## config.mk

```make
export PLATFORM = sky130hd
export DESIGN_NAME = csa_tree_frame_loader
export DESIGN_NICKNAME = d
export VERILOG_FILES = /design/src/rtl/csa_tree_pkg.sv /design/src/rtl/csa_tree_frame_loader.sv
export SDC_FILE = /design/constraint.sdc
export NUM_CORES = 1
export LEC_CHECK = 0
export ABC_AREA = 1
export ABC_CLOCK_PERIOD_IN_PS = 1900
export CAP_MARGIN = 20
export CORE_UTILIZATION = 48
export CTS_CLUSTER_DIAMETER = 50
export DETAILED_ROUTE_END_ITERATION = 12
export PLACE_DENSITY = 0.87
export SYNTH_ARGS = -nofsm -noshare
export SYNTH_HDL_FRONTEND = slang
export SYNTH_SLANG_ARGS = --single-unit
```

## constraint.sdc

```tcl
create_clock -name clk -period 1.9 [get_ports clk]
set_clock_uncertainty 0.1 [all_clocks]
set_input_delay 0.19 -clock clk [delete_from_list [all_inputs] [get_ports clk]]
set_output_delay 0.19 -clock clk [all_outputs]
set_load 0.1 [all_outputs]
```

## src/rtl/csa_tree_pkg.sv

```systemverilog
// Shared definitions for the CSA adder tree, its frame loader and benches.
package csa_tree_pkg;

  typedef enum logic [1:0] {
    FILL   = 2'd0,
    WAIT   = 2'd1,
    RESULT = 2'd2
  } state_t;

  // Number of 3:2 carry-save reduction stages needed to bring n operands
  // down to the final three feeding the carry-propagate adder.
  function automatic int StageCount(input int n);
    int k;
    int s;
    k = n;
    s = 0;
    while (k > 3) begin
      k = k - (k / 3);
      s = s + 1;
    end
    return s;
  endfunction

  // Sum width wide enough for n words of w bits each.
  function automatic int OutWidth(input int w, input int n);
    return w + StageCount(n) + 2;
  endfunction

endpackage

```

## src/rtl/csa_tree_frame_loader.sv

```systemverilog
// Packs a serial word stream into a parallel frame for the CSA tree, waits a
// fixed latency for the tree, then presents the captured sum with backpressure.
module csa_tree_frame_loader
  import csa_tree_pkg::*;
#(
  parameter int I_DATA_W = 3,
  parameter int I_DATA_N = 16,
  parameter int TREE_LAT = 6,
  parameter int O_DATA_W = OutWidth(I_DATA_W, I_DATA_N)
) (
  input  logic                                 clk,
  input  logic                                 rst,
  input  logic                                 s_valid,
  output logic                                 s_ready,
  input  logic [I_DATA_W-1:0]                  s_data,
  input  logic                                 s_last,
  output logic [0:I_DATA_N-1][I_DATA_W-1:0]    tree_data,
  input  logic [O_DATA_W-1:0]                  tree_sum,
  output logic                                 m_valid,
  input  logic                                 m_ready,
  output logic [O_DATA_W-1:0]                  m_data,
  output logic                                 frame_err
);

  localparam int IDX_W = $clog2(I_DATA_N);
  localparam int LAT_W = $clog2(TREE_LAT + 1);
  localparam logic [IDX_W-1:0] IDX_LAST = IDX_W'(I_DATA_N - 1);
  localparam logic [LAT_W-1:0] LAT_LAST = LAT_W'(TREE_LAT - 1);

  state_t             state;
  logic [IDX_W-1:0]   idx;
  logic [LAT_W-1:0]   lat_cnt;
  logic               accept;
  logic               last_slot;

  assign s_ready   = (state == FILL);
  assign accept    = s_valid && s_ready;
  assign last_slot = (idx == IDX_LAST);

  // Frame FSM: fill slots, wait out the tree latency, hold the result.
  always_ff @(posedge clk) begin
    if (rst) begin
      state   <= FILL;
      idx     <= '0;
      lat_cnt <= '0;
      m_valid <= 1'b0;
      m_data  <= '0;
    end else begin
      case (state)
        FILL: begin
          if (accept) begin
            if (last_slot) begin
              idx     <= '0;
              lat_cnt <= '0;
              state   <= WAIT;
            end else begin
              idx <= idx + IDX_W'(1);
            end
          end
        end
        WAIT: begin
          // lat_cnt holds k-1 at edge E0+k, so capture lands on E0+TREE_LAT.
          lat_cnt <= lat_cnt + LAT_W'(1);
          if (lat_cnt == LAT_LAST) begin
            m_data  <= tree_sum;
            m_valid <= 1'b1;
            state   <= RESULT;
          end
        end
        RESULT: begin
          if (m_ready) begin
            m_valid <= 1'b0;
            state   <= FILL;
          end
        end
        default: state <= FILL;
      endcase
    end
  end

  // Frame register: accepted words land in their slot; unwritten slots keep
  // the previous frame's values.
  always_ff @(posedge clk) begin
    if (rst) begin
      tree_data <= '0;
    end else if (accept) begin
      tree_data[idx] <= s_data;
    end
  end

  // Sticky framing check: s_last must mark exactly the final slot.
  always_ff @(posedge clk) begin
    if (rst) begin
      frame_err <= 1'b0;
    end else if (accept && (s_last != last_slot)) begin
      frame_err <= 1'b1;
    end
  end

endmodule

```

==> impl_metrics.py <==
metrics = {
    "critical_path": {
        "r2r_setup_slack_ps": 370,
        "crit_type": "reg -> reg",
        "worstPathArrival_ps": 1650,
        "cp.required_ps": 2020,
        "rr_worst_depth": 6,
        "worstSetupEndpointType": "register",
        "critical_path.max_fanout": 6,
        "crit_top_cell": "nor2_1",
        "critPathLaunch": "idx[0]",
        "crit_chain": "ha_1, nand3_1, nor2_4, inv_2, nor2_1, nor2_1",
        "r2r_start": "idx[0]",
        "max_stage_delay_ps": 400,
        "setup.worst_path.start_class": "register",
        "r2r-end": "tree_data[1]",
        "cp_slowest_cell": "dfxtp_1",
    },
    "synthesis": {
        "syn_area_per_cell_sq_um": 7.43,
        "synth_cells": 386,
        "syn_nets": 410,
        "yosysSeqAreaShare": 0.481,
        "ys_types": 22,
        "synth-seq-cells": 69,
        "netlist_area_sq_um": 2870,
        "yosys_warnings": 0,
    },
    "clocking": {
        "path_clk_slew_ps": 70,
        "cts_hold_buffers": 0,
        "cts.sinks": 69,
        "cts-root-buf": "clkbuf_8",
        "cts-resized-gates": 0,
        "clock_latency_ps": 340,
        "cts_setup_buffers": 0,
        "htree_levels": 3,
        "cts_buffers": 9,
        "clockBufferDepth": 2,
        "cts_tree": "done",
    },
    "power_and_ir_drop": {
        "p_leak_nw": 1.66,
        "ir_drop_uv": 531,
        "power.density_nw_per_um2": 768,
    },
    "cells_and_area": {
        "fill_cells": 501,
        "design_area_sq_um": 3730,
        "antennaDiodeCount": 0,
        "area_growth_pct": 29.9,
        "drive_gt1_frac": 0.209,
        "nets": 485,
    },
    "timing": {
        "hold_slack_ps": 332,
        "slew_violations": 0,
        "relSlewSlack": 0.649,
        "tns_ps": 0,
        "fmax_mhz": 652,
        "hold_viol": 0,
        "finalSetupViolCount": 0,
        "worst_slew_pin_slew_ps": 525,
        "fin_crit_ps": 1530,
        "fin_crit_sh": 0.807,
        "rsz0062_at_grt": "no",
    },
    "floorplan": {
        "dieArea_sq_um": 6290,
        "die_x_um": 79.3,
        "initial_core_util": 0.509,
        "io_pins": 79,
        "rows": 27,
        "die_h_um": 79.3,
        "coreArea_sq_um": 5640,
    },
    "placement": {
        "io_buffer_count": 78,
        "placed_area_sq_um": 3560,
        "routabilityCongestion": 0.739,
        "place_hpwl_mm": 4.74,
    },
    "drt": {
        "antenna_left": 0,
        "viasPerCell": 5.12,
        "vias": 2746,
        "drt_first_pass_iters": 5,
        "drc": 0,
        "totalWireLength_mm": 6.60,
        "wire_per_inst_um": 12.3,
        "drt_iter0_drc": 186,
    },
    "grt": {
        "grt-ovfl-total": 0,
        "antenna_found_initial": 0,
        "grt_pass1_vias": 2476,
        "grt_use_total": 0.224,
        "grt_pass1_wl_mm": 11.0,
        "grt_start_max_net_pins": 49,
    },
    "min_path": {
        "min-delay-start": "tree_sum[5]",
        "min_path_cells": 3,
        "hold_class": "in -> reg",
        "holdPathEnd": "m_data[5]",
    },
    "job": {
        "cap_violations": 0,
    },
    "run_status": {
        "status": "finished, final reports clean",
    },
}
-- through the flow --
step	instances	utilization	power, W	setup slack [ps]
2_1_floorplan	386	-	0.00177	122
3_3_place_gp	522	0.631	0.00186	333
3_5_place_dp	522	0.631	0.00187	282
4_1_cts	536	0.661	0.00288	373
5_1_grt	536	0.661	0.00297	177
6_report	536	0.661	0.00286	366
-- power breakdown --
| part | internal [W] | switching [W] |
|---|---|---|
| logic | 0.0000998 | 0.000256 |
| registers | 0.00147 | 0.0000159 |
| clock network | 0.000526 | 0.000496 |
-- synthesized netlist by cell type (all sizes together) --
cell | count | area (sq um)
nor2 | 109 | 469
dfxtp | 69 | 1380
nand2 | 57 | 214
o21ai | 44 | 220
nor3 | 25 | 135
inv | 22 | 82.6
nand3 | 21 | 105
buf | 13 | 85.1
a21oi | 11 | 58.8
clkbuf | 6 | 22.5
ha | 6 | 75.1
or2 | 2 | 12.5
o21a | 1 | 7.51
-- how the worst max path moves through the flow --
stage	endpoint	cells after the start
CTS	tree_data[2]	6
finish	tree_data[1]	6
floorplan	tree_data[20]	6
global placement	tree_data[2]	7
detailed placement	tree_data[41]	5
global route	tree_data[2]	6
-- final cells by class --
class	instances	area, sq um	share of cell area
tap	72	90.1	0.0242
multi-input combinational	276	1310	0.350
clock inverter	2	10.0	0.00269
inverter	22	82.6	0.0222
timing repair buffer	83	703	0.189
clock buffer	12	155	0.0416
sequential	69	1380	0.371
-- worst max-delay path, delay by kind of cell, from the launching register on --
family	cells	cell delay (ps)
buf+inv	1	80
simple gates	4	570
flops	1	400
fa+ha+maj	1	280
-- registers in the layout, indices dropped and copies added (netlist names) --
name / cells
m_data: 10
idx: 4
frame_err: 1
state: 2
m_valid: 1
tree_data: 48
lat_cnt: 3
-- metal layers --
metal / global-route usage / vias up / wire [um]
met5: 0 / - / 0
met3: 0.0839 / 12 / 494
met2: 0.380 / 111 / 3180
li1: - / 1382 / -
met1: 0.263 / 1241 / 2820
met4: 0.0655 / 0 / 100
-- cells by family (layout without fill, tap and decap cells) --
| kind of cell | Yosys count | in the layout | share of synthesized area |
|---|---|---|---|
| flip-flops | 69 | 69 | 0.481 |
| AND/OR/NAND/NOR | 214 | 214 | 0.326 |
| AO/OA/AOI/OAI | 56 | 56 | 0.0999 |
| adder cells (fa/ha/maj) | 6 | 6 | 0.0262 |
| buffers and inverters | 41 | 119 | 0.0663 |
-- layout by cell type, fill, tap and decap left out, drive strengths merged --
cell type and instances:
clkinv 2, o21ai 44, nor3 25, or2 2, dfxtp 69, a21oi 11
inv 22, clkdlybuf4s50 17, nand3 21, ha 6, buf 66, nor2 109
clkbuf 12, o21a 1, nand2 57
Power figures use the tool's default switching activity.
